`src/rtl/ssd_bcd_scan_driver.sv`:
```
// rtl/ssd_bcd_scan_driver.sv - binary to BCD converter with 4-digit multiplexed seven-segment driver
module ssd_bcd_scan_driver #(
  parameter int REFRESH_DIV   = 100000,
  parameter bit BLANK_LEADING = 1'b1
) (
  input  logic        clk,
  input  logic        reset,
  input  logic [12:0] value,
  output logic [3:0]  anode,
  output logic [6:0]  cathode,
  output logic [15:0] bcd,
  output logic        busy
);

  localparam int CNT_W = (REFRESH_DIV > 1) ? $clog2(REFRESH_DIV) : 1;
  localparam logic [CNT_W-1:0] CNT_MAX = CNT_W'(REFRESH_DIV - 1);

  typedef enum logic [1:0] {IDLE, SHIFT, LOAD} state_t;

  state_t      state, state_nxt;
  logic [12:0] shreg;
  logic [12:0] cap;
  logic [12:0] shown_bin;
  logic [15:0] scratch;
  logic [15:0] scratch_adj;
  logic [3:0]  bit_cnt;

  logic [CNT_W-1:0] refresh_cnt;
  logic [1:0]       digit_idx;
  logic [3:0]       nibble;
  logic             blank;

  function automatic logic [6:0] seg_decode(input logic [3:0] d);
    case (d)
      4'd0:    seg_decode = 7'b1000000;
      4'd1:    seg_decode = 7'b1111001;
      4'd2:    seg_decode = 7'b0100100;
      4'd3:    seg_decode = 7'b0110000;
      4'd4:    seg_decode = 7'b0011001;
      4'd5:    seg_decode = 7'b0010010;
      4'd6:    seg_decode = 7'b0000010;
      4'd7:    seg_decode = 7'b1111000;
      4'd8:    seg_decode = 7'b0000000;
      4'd9:    seg_decode = 7'b0010000;
      default: seg_decode = 7'b1111111;
    endcase
  endfunction

  always_ff @(posedge clk or negedge reset) begin
    if (!reset) state <= IDLE;
    else        state <= state_nxt;
  end

  always_comb begin
    state_nxt = state;
    case (state)
      IDLE:    if (value != shown_bin) state_nxt = SHIFT;
      SHIFT:   if (bit_cnt == 4'd12) state_nxt = LOAD;
      LOAD:    state_nxt = IDLE;
      default: state_nxt = IDLE;
    endcase
  end

  // Double-dabble correction applied before every shift.
  always_comb begin
    scratch_adj = scratch;
    for (int i = 0; i < 4; i++) begin
      if (scratch[4*i +: 4] >= 4'd5) scratch_adj[4*i +: 4] = scratch[4*i +: 4] + 4'd3;
    end
  end

  // bcd and shown_bin only change together in LOAD, so the display never sees a partial result.
  always_ff @(posedge clk or negedge reset) begin
    if (!reset) begin
      shreg     <= '0;
      cap       <= '0;
      shown_bin <= '0;
      scratch   <= '0;
      bit_cnt   <= '0;
      bcd       <= '0;
      busy      <= 1'b0;
    end else begin
      case (state)
        IDLE: begin
          if (value != shown_bin) begin
            shreg   <= value;
            cap     <= value;
            scratch <= '0;
            bit_cnt <= '0;
            busy    <= 1'b1;
          end
        end
        SHIFT: begin
          {scratch, shreg} <= {scratch_adj, shreg} << 1;
          bit_cnt          <= bit_cnt + 4'd1;
        end
        LOAD: begin
          bcd       <= scratch;
          shown_bin <= cap;
          busy      <= 1'b0;
        end
        default: ;
      endcase
    end
  end

  always_ff @(posedge clk or negedge reset) begin
    if (!reset) begin
      refresh_cnt <= '0;
      digit_idx   <= '0;
    end else if (refresh_cnt == CNT_MAX) begin
      refresh_cnt <= '0;
      digit_idx   <= digit_idx + 2'd1;
    end else begin
      refresh_cnt <= refresh_cnt + CNT_W'(1);
    end
  end

  always_comb begin
    anode  = 4'b1111;
    anode[digit_idx] = 1'b0;
    nibble = bcd[{digit_idx, 2'b00} +: 4];
    blank  = 1'b0;
    case (digit_idx)
      2'd1:    blank = (bcd[15:4] == 12'h000);
      2'd2:    blank = (bcd[15:8] == 8'h00);
      2'd3:    blank = (bcd[15:12] == 4'h0);
      default: blank = 1'b0;
    endcase
    cathode = (BLANK_LEADING && blank) ? 7'b1111111 : seg_decode(nibble);
  end

endmodule

```
`config.mk`:
```
export PLATFORM = sky130hd
export DESIGN_NAME = ssd_bcd_scan_driver
export DESIGN_NICKNAME = d
export VERILOG_FILES = /design/src/rtl/ssd_bcd_scan_driver.sv
export SDC_FILE = /design/constraint.sdc
export NUM_CORES = 1
export LEC_CHECK = 0
export ABC_AREA = 0
export CAP_MARGIN = 20
export CORE_UTILIZATION = 55
export CTS_BUF_LIST = sky130_fd_sc_hd__clkbuf_4
export CTS_CLUSTER_SIZE = 14
export DETAILED_ROUTE_END_ITERATION = 10
export HOLD_SLACK_MARGIN = 0.05
export PLACE_DENSITY_LB_ADDON = 0.2
export REMOVE_ABC_BUFFERS = 1
export SETUP_SLACK_MARGIN = 0.15
export SYNTH_ARGS = -nofsm -noshare
export SYNTH_HDL_FRONTEND = slang
export SYNTH_SLANG_ARGS = --single-unit
```
`constraint.sdc`:
```
create_clock -name clk -period 2.6 [get_ports clk]
set_clock_uncertainty 0.1 [all_clocks]
set_input_delay 0.52 -clock clk [delete_from_list [all_inputs] [get_ports clk]]
set_output_delay 0.52 -clock clk [all_outputs]
set_load 0.01 [all_outputs]
```
==> impl_metrics.yaml, run 1 <==
sta:
  setup-violations-final: 7
  layout_min_cycle_time_ns: 2.84
  tns_ns: -1.38
  rsz0062_at_grt: "yes"
  clock.fmax_mhz: 352
  slew-limit-headroom_pct: 59.8
  worst_slack_ns: -0.239
  min_period_over_period_pct: 109
  worstMarginPinSlew_ns: 0.598
  maxSlewViolCount: 0
  hold_viol: 0
run:
  cap_violations: 0
run_status:
  violations: "negative setup slack"
  outcome: "finished with violations"
layout:
  filler_cell_count: 650
  area_growth_pct: 17.6
  instances_no_fill: 601
  final_area_sq_mm: 0.00574
  drive_gt1_share_pct: 22.0
  antenna_cells: 0
  layout.nets: 527
  finish.utilization_pct: 68.4
setup_path:
  crit_type: "reg2out"
  cp_num_buf_inv: 2
  critPathSlowestCell: "mux4_2"
  crit_required_ns: 1.98
  arrival_ns: 2.22
  crit_fanout: 6
  critPathMaxStageDelay_ns: 0.61
  cp_top_family: "multiplexers"
  start_kind: "flop"
  endpoint_kind: "output port"
  crit_chain: "buf_4, mux4_2, nor3b_4, o21ai_1, buf_2"
logic_synthesis:
  synth_enable_flop_cells: 0
  syn_inst: 422
  synth.most_common_cell: "dfrtp_1"
  yosysSeqAreaShare_pct: 49.8
  synth_top_area_share_pct: 49.8
  ys.flop_type: "dfrtp_1"
  synth_common_cells: "dfrtp_1 (97), nand2_1 (30), mux2_2 (29)"
  syn_avg_cell_area_sq_um: 11.6
  syn_area_sq_mm: 0.00488
  synth.largest_area_cell: "dfrtp_1"
  synth_cell_types: 45
  ys_warn_count: 0
  synth.area.top_cells: "dfrtp_1 (50%), mux2_2 (6.7%), ha_1 (5.4%)"
  synth_seq_cells: 97
  synthArstFlopShare_pct: 100
floorplan:
  rows: 33
  fp.dieArea_sq_mm: 0.00925
  dieHeight_um: 96.2
  io_pins: 43
  start_util_pct: 58.2
  fp.coreArea_sq_mm: 0.00838
  dieWidth_um: 96.2
placement:
  postPlaceCellArea_sq_mm: 0.00557
  dp_hpwl_mm: 6.79
  placedCellCount: 581
  routabilityCongestion: 0.835
  port_buffers: 42
power:
  p_leak_uw: 0.00260
  total_power_uw: 5810
  ir_worst_vdd_mv: 0.532
  p_per_area_mw_per_mm2: 1010
cts:
  cts_buffers: 9
  clkTransAtPathRegs_ns: 0.16
  cts.sinks: 97
  cts_tree: "done"
  root_buffer: "clkbuf_4"
  clk-insertion-delay-late_ns: 0.46
  cts_htree_levels: 3
  cts_buffer_depth: 2
hold_path:
  hold_path.class: "reg2reg"
routing:
  drt_iter0_drc: 144
  drc: 0
  routed_wl_mm: 9.66
  via_count: 3429
  wl_per_cell_um: 16.1
  ant_nets: 0
  first_pass_iters: 4
  via_per_inst: 5.71
grt:
  grt_pass1_wl_mm: 16.3
  antenna_found_initial: 0
  grt_start_max_net_pins: 44
  grt_pass1_vias: 3451
  track_usage_pct: 23.4
  gr-total-overflow: 0
[metrics by stage]
step / setup slack (ns) / hold slack [ns]
floorplan: 0.135 / 0.124
global placement: -0.0889 / 0.373
detailed placement: -0.147 / 0.382
CTS: -0.230 / 0.402
global route: -0.362 / 0.422
finish: -0.239 / 0.398
[timing repair]
item,4_1_cts,5_1_grt
resized for setup,44,3
setup endpoints to repair,11,8
gates cloned,1,0
setup buffers,2,0
pin swaps,4,4
endpoints found under the hold margin,31,0
hold buffers,1,0
[sequential cells by signal (all words and copies together) (netlist names)]
| register | cells |
|---|---|
| shown_bin | 13 |
| bit_cnt | 4 |
| scratch | 16 |
| digit_idx | 2 |
| busy | 1 |
| bcd | 16 |
| state | 2 |
| refresh_cnt | 17 |
| cap | 13 |
| shreg | 13 |
[area by class of cell]
type / count / area [sq um] / area share [%]
clock buffers: 9 / 67.6 / 1.18
clock inverters: 7 / 53.8 / 0.938
multi-input cells: 285 / 2280 / 39.8
well taps: 105 / 131 / 2.29
flip-flops and latches: 97 / 2430 / 42.3
repair buffers: 75 / 688 / 12.0
inverters: 23 / 86.3 / 1.51
[routing by layer]
layer	GRT usage, %	routed length (um)	vias up	share of wire, %
li1	-	-	1632	-
met1	30.3	4350	1698	45
met2	38.7	4760	77	49
met3	3.32	323	22	3.3
met4	11.2	224	0	2.3
met5	0	0	-	0
[placed cells by master (no fill, tap or decap), types with 8 or more instances in the layout]
| master | netlist | routed |
|---|---|---|
| dfrtp_1 | 97 | 97 |
| mux2_2 | 29 | 28 |
| clkdlybuf4s50_1 | 0 | 30 |
| nor2_1 | 25 | 25 |
| nand2_1 | 30 | 30 |
| a221o_1 | 12 | 12 |
| xnor2_1 | 26 | 26 |
| a21oi_1 | 10 | 9 |
| o21ai_1 | 5 | 8 |
| o21ai_0 | 22 | 19 |
| clkbuf_4 | 0 | 9 |
| nor3b_1 | 11 | 11 |
| nand3_1 | 10 | 9 |
| buf_4 | 1 | 27 |
| inv_1 | 23 | 19 |
| ha_1 | 21 | 20 |
| mux2_4 | 7 | 8 |
| xor2_1 | 10 | 10 |
| a22o_1 | 15 | 15 |
[kinds of logic after synthesis]
group / Yosys count / synth area share, %
flops: 97 / 49.8
xor+xnor: 36 / 6.46
simple gates: 110 / 12.2
fa+ha+maj: 21 / 5.39
buf+inv: 41 / 4.46
mux: 44 / 11.3
compound gates: 73 / 10.4
[final timing paths]
kind | start | end | slack, ns | cells past startpoint
worst max-delay path | digit_idx[0] | cathode[5] | -0.24 | 5
worst min-delay path | refresh_cnt[0] | refresh_cnt[0] | 0.40 | 1
worst max register to register | refresh_cnt[13] | digit_idx[0] | 0.65 | 4
worst min register to register | refresh_cnt[0] | refresh_cnt[0] | 0.40 | 1
max in group asynchronous | reset | digit_idx[0] | 1.28 | 3
min in group asynchronous | reset | refresh_cnt[8] | 0.42 | 2
[power breakdown]
part	internal (uW)	leakage, uW	switching [uW]
clock	203	0.0000606	524
combinational	1420	0.00132	1200
sequential	2030	0.00122	436
total	3650	0.00260	2160
Note: power is estimated with default switching activity, not from simulation.
==> inputs of run 2 (changes only) <==
--- a/config.mk
+++ b/config.mk
@@ -11,6 +11,7 @@
 export CTS_BUF_LIST = sky130_fd_sc_hd__clkbuf_4
 export CTS_CLUSTER_SIZE = 14
 export DETAILED_ROUTE_END_ITERATION = 10
+export GPL_TIMING_DRIVEN = 0
 export HOLD_SLACK_MARGIN = 0.05
 export PLACE_DENSITY_LB_ADDON = 0.2
 export REMOVE_ABC_BUFFERS = 1
==> impl_metrics.yaml, run 2 (synthesis gave the netlist of run 1 again) <==
run_status:
  outcome: "finished with violations"
  violations: "negative setup slack"
layout:
  layout.nets: 509
  antenna_cells: 0
  area_growth_pct: 17.2
  finish.utilization_pct: 68.2
  final_common_cell: "dfrtp_1"
  reg.largest.list: "refresh_cnt x17, bcd x16, scratch x16"
  mostFrequentLayoutCells: "dfrtp_1 (96), clkdlybuf4s50_1 (30), nand2_1 (29)"
  drive_gt1_share_pct: 20.9
  largest_register: "refresh_cnt"
  largest_reg_flops: 17
  final_area_sq_mm: 0.00572
floorplan:
  rows: 33
  dieHeight_um: 96.2
  dieWidth_um: 96.2
  fp.dieArea_sq_mm: 0.00925
  start_util_pct: 58.2
  io_pins: 43
  fp.coreArea_sq_mm: 0.00838
grt:
  gr-total-overflow: 0
  track_usage_pct: 20.7
  grt_start_max_net_pins: 65
  grt_pass1_wl_mm: 14.6
  grt_pass1_vias: 3176
  antenna_found_initial: 0
sta:
  setup-violations-final: 7
  hold_viol: 0
  min_period_over_period_pct: 112
  slew-limit-headroom_pct: 38.6
  rsz0062_at_grt: "yes"
  worst_slack_ns: -0.303
  maxSlewViolCount: 0
  layout_min_cycle_time_ns: 2.90
  worstMarginPinSlew_ns: 0.918
  clock.fmax_mhz: 344
setup_path:
  start_kind: "flop"
  arrival_ns: 2.28
  endpoint_kind: "output port"
  r2r_end: "shreg[10]"
  reg2reg_slack_ns: 0.35
  rr_startpoint: "state[0]"
  r2r_cells: 4
  crit_required_ns: 1.98
  crit_fanout: 6
  crit_type: "reg2out"
routing:
  drt_iter0_drc: 111
  via_per_inst: 5.55
  first_pass_iters: 4
  wl_per_cell_um: 15.2
  routed_wl_mm: 8.89
  ant_nets: 0
  via_count: 3234
  drc: 0
cts:
  clkTransAtPathRegs_ns: 0.16
  cts_buffer_depth: 2
  cts_htree_levels: 3
  root_buffer: "clkbuf_4"
  cts_tree: "done"
  cts.sinks: 97
  clk-insertion-delay-late_ns: 0.43
  cts_buffers: 9
hold_path:
  hp-start: "refresh_cnt[0]"
  whs_endpoint: "refresh_cnt[0]"
  whs_path_depth: 1
  hold_path.class: "reg2reg"
power:
  ir_worst_vdd_mv: 0.602
  p_leak_uw: 0.00257
  p_per_area_mw_per_mm2: 1060
run:
  cap_violations: 0
placement:
  routabilityCongestion: 0.747
  dp_slack_ns: -0.569
  port_buffers: 42
  postPlaceCellArea_sq_mm: 0.00537
  dp_hpwl_mm: 5.86
==> run 2: changes by cell type in the layout (fill, tap and decap cells not counted), sizes merged <==
cell | previous run | this run
buf | 39 | 23
bufinv | 0 | 3
clkinvlp | 2 | 0
clkbuf | 10 | 9
clkdlybuf4s15 | 1 | 0
dlymetal6s2s | 0 | 1
inv | 25 | 24
mux4 | 4 | 3
==> run 2: worst max-delay path by stage <==
| stage | from | to | slack, ns | depth (start not counted) |
|---|---|---|---|---|
| 3_5_place_dp | value[0] | bit_cnt[0] | -0.57 | 6 |
| 2_1_floorplan | digit_idx[0] | cathode[3] | 0.13 | 6 |
| 5_1_grt | digit_idx[0] | cathode[5] | -0.41 | 10 |
| 6_report | digit_idx[0] | cathode[5] | -0.30 | 7 |
| 3_3_place_gp | reset | bit_cnt[0] | -2.57 | 1 |
| 4_1_cts | digit_idx[0] | cathode[3] | -0.25 | 8 |
==> run 2: per-layer routing <==
layer  part of all wire, %  wire [um]  global-route usage [%]
met1                    48       4240                    27.2
met2                    48       4240                    34.3
met3                   3.3        290                    4.11
met4                   1.2        109                    6.59
met5                     0          0                       0
==> run 2: layout make-up <==
type | count | area [sq um]
Fill cell | 639 | 2660
Sequential cell | 97 | 2430
Multi-Input combinational cell | 284 | 2300
Timing Repair Buffer | 58 | 583
Tap cell | 105 | 131
Clock inverter | 7 | 118
Inverter | 23 | 91.3
Clock buffer | 9 | 67.6
==> run 2: critical path, cell delays in order (launching register included) <==
cell     delay, ns
dfrtp_2       0.42
buf_6         0.14
mux4_2        0.55
buf_6         0.16
mux2i_1       0.15
nor2_1        0.08
o21ai_1       0.19
buf_2         0.17
==> run 2: timing repair <==
item	in CTS	in global routing
pin swaps	3	5
gates cloned	0	0
hold endpoints to repair	33	0
buffers inserted	11	1
resized for setup	47	14
setup endpoints to repair	45	46
hold buffers	1	0
==> run 2: through the flow <==
step / power [uW] / hold WS [ns] / cells / TNS (ns)
2_1_floorplan: 4050 / 0.124 / 404 / 0
3_3_place_gp: 4770 / 0.375 / 551 / -273.48
3_5_place_dp: 4900 / 0.379 / 554 / -21.31
4_1_cts: 5980 / 0.399 / 582 / -1.54
5_1_grt: 6460 / 0.405 / 583 / -2.32
6_report: 6040 / 0.396 / 583 / -1.65
==> run 2: where the power goes <==
| part | switching, uW | internal [uW] |
|---|---|---|
| clock | 496 | 489 |
| sequential | 448 | 2030 |
| combinational | 1170 | 1410 |
==> inputs of run 3 (changes only) <==
--- a/config.mk
+++ b/config.mk
@@ -5,14 +5,13 @@
 export SDC_FILE = /design/constraint.sdc
 export NUM_CORES = 1
 export LEC_CHECK = 0
-export ABC_AREA = 0
+export ABC_AREA = 1
 export CAP_MARGIN = 20
 export CORE_UTILIZATION = 55
 export CTS_BUF_LIST = sky130_fd_sc_hd__clkbuf_4
 export CTS_CLUSTER_SIZE = 14
 export DETAILED_ROUTE_END_ITERATION = 10
 export GPL_TIMING_DRIVEN = 0
-export HOLD_SLACK_MARGIN = 0.05
 export PLACE_DENSITY_LB_ADDON = 0.2
 export REMOVE_ABC_BUFFERS = 1
 export SETUP_SLACK_MARGIN = 0.15
==> impl_metrics.yaml, run 3 <==
run_status:
  outcome: "finished with violations"
  violations: "design-rule violations, negative setup slack"
setup_path:
  critPathMaxStageDelay_ns: 0.39
  start_kind: "flop"
  endpoint_kind: "output port"
  crit_chain: "buf_6, inv_8, nand2_2, nand3_2, nand2_4, inv_4, ha_2, o21ai_2, a21oi_1, o21ai_1, buf_2"
  crit_required_ns: 1.98
  crit_fanout: 11
  arrival_ns: 2.06
  crit_type: "reg2out"
  critPathSlowestCell: "dfrtp_2"
layout:
  antenna_cells: 0
  reg.largest.list: "refresh_cnt x17, bcd x16, scratch x16"
  largest_reg_flops: 17
  drive_gt1_share_pct: 10.7
  mostFrequentLayoutCells: "nand2_1 (179), dfrtp_1 (95), inv_1 (73)"
  layout.nets: 733
  largest_register: "refresh_cnt"
  area_growth_pct: 15.2
  final_common_cell: "nand2_1"
floorplan:
  fp.dieArea_sq_mm: 0.00965
  io_pins: 43
  dieWidth_um: 98.2
  rows: 34
  start_util_pct: 57.6
  fp.coreArea_sq_mm: 0.00885
  dieHeight_um: 98.2
logic_synthesis:
  synth_top_family_by_area: "simple AND/OR/NAND/NOR gates"
  synthXorXnorAreaFrac_pct: 1.72
  synthArstFlopShare_pct: 100
  synth_enable_flop_cells: 0
  ys.flop_type: "dfrtp_1"
  yosys.area_share.adder_pct: 5.16
  synth_compound_area_share_pct: 10.0
  syn_inst: 656
  synth.largest_area_cell: "dfrtp_1"
  synth_top_area_share_pct: 47.7
  synthMuxAreaShare_pct: 0.442
  syn_area_sq_mm: 0.00509
  syn_avg_cell_area_sq_um: 7.76
  synth_common_cells: "nand2_1 (185), dfrtp_1 (97), inv_1 (77)"
  synthSimpleGateAreaFrac_pct: 26.5
  synth_seq_cells: 97
  synth.area.top_cells: "dfrtp_1 (48%), nand2_1 (14%), o21ai_0 (6.3%)"
  ys_warn_count: 0
  synth_cell_types: 33
  yosysSeqAreaShare_pct: 47.7
  synth.most_common_cell: "nand2_1"
routing:
  drc: 5
  via_per_inst: 5.26
  routed_wl_mm: 10.3
  drt_iter0_drc: 224
  wl_per_cell_um: 12.7
  first_pass_iters: 8
  ant_nets: 0
  via_count: 4252
grt:
  grt_start_max_net_pins: 62
  grt_pass1_wl_mm: 17.6
  gr-total-overflow: 0
  antenna_found_initial: 0
  track_usage_pct: 22.2
  grt_pass1_vias: 4055
placement:
  port_buffers: 42
  dp_hpwl_mm: 6.89
  dp_slack_ns: -0.619
  routabilityCongestion: 0.912
sta:
  hold_viol: 0
  worst_slack_ns: -0.0754
  worstMarginPinSlew_ns: 0.938
  layout_min_cycle_time_ns: 2.68
  clock.fmax_mhz: 374
  min_period_over_period_pct: 103
  rsz0062_at_grt: "yes"
  timing.hold.ws_ns: 0.375
  maxSlewViolCount: 0
  setup-violations-final: 7
  slew-limit-headroom_pct: 37.2
cts:
  clkTransAtPathRegs_ns: 0.14
  cts.sinks: 97
  cts_buffers: 9
  cts_buffer_depth: 2
  cts_htree_levels: 3
  clk-insertion-delay-late_ns: 0.44
  root_buffer: "clkbuf_4"
  cts_tree: "done"
hold_path:
  hold_path.class: "reg2reg"
power:
  p_leak_uw: 0.00302
  p_per_area_mw_per_mm2: 949
  ir_worst_vdd_mv: 0.461
run:
  cap_violations: 0
[run 3: worst max-delay path: cells and delay by family, from the launching register on]
family                   cells  cell delay [ns]
AO/OA/AOI/OAI                3             0.33
adder cells (fa/ha/maj)      1             0.19
buffers and inverters        4             0.42
flip-flops                   1             0.39
AND/OR/NAND/NOR              3             0.30
[run 3: power breakdown]
part           leakage (uW)  switching [uW]  internal (uW)  total (uW)
clock network     0.0000591             483            282         764
logic               0.00174            1410            964        2370
registers           0.00122             406           2030        2430
total               0.00302            2290           3270        5570
[run 3: timing repair]
action | in CTS | in global routing
setup endpoints to repair | 23 | 22
gates cloned | 0 | 1
pin swaps | 9 | 8
endpoints found under the hold margin | 44 | 0
buffers inserted | 6 | 0
gates resized for setup | 51 | 25
hold buffers | 1 | 0
[run 3: final timing paths]
check,to,depth (start not counted),slack (ns),from
worst max-delay path,cathode[4],11,-0.08,digit_idx[0]
worst min-delay path,refresh_cnt[0],1,0.37,refresh_cnt[0]
worst max register to register,shreg[11],11,0.58,shown_bin[8]
worst min register to register,refresh_cnt[0],1,0.37,refresh_cnt[0]
max in group asynchronous,shreg[10],3,1.24,reset
min in group asynchronous,refresh_cnt[8],2,0.50,reset
[run 3: cell families (layout without fill, tap and decap cells)]
kind of cell             Yosys count  in the layout
AND/OR/NAND/NOR                  320            321
buffers and inverters            106            150
AO/OA/AOI/OAI                    100            100
flip-flops                        97             97
adder cells (fa/ha/maj)           21             21
XOR/XNOR                          10             10
multiplexers                       2              2
[run 3: cell type report]
| type | count | area (sq um) |
|---|---|---|
| Tap cell | 108 | 135 |
| Timing Repair Buffer | 50 | 475 |
| Multi-Input combinational cell | 454 | 2370 |
| Inverter | 85 | 332 |
| Clock buffer | 9 | 67.6 |
| Fill cell | 767 | 2980 |
| Clock inverter | 6 | 60.1 |
| Sequential cell | 97 | 2430 |
[run 3: through the flow]
step	cell area [sq um]	util (%)	setup TNS, ns	total power [uW]	std cells
2_1_floorplan	4980	-	0	3950	635
3_5_place_dp	5560	62.9	-17.47	4780	786
3_3_place_gp	5540	62.6	-274.73	4650	785
4_1_cts	5780	65.3	-0.421	5550	808
6_report	5870	66.3	-0.270	5570	809
5_1_grt	5870	66.3	-1.40	6090	809
[run 3: layer usage]
metal | share of wire [%] | track usage, %
met1 | 47 | 28.4
met2 | 48 | 38.0
met3 | 3.1 | 3.44
met4 | 1.4 | 8.50
met5 | 0 | 0
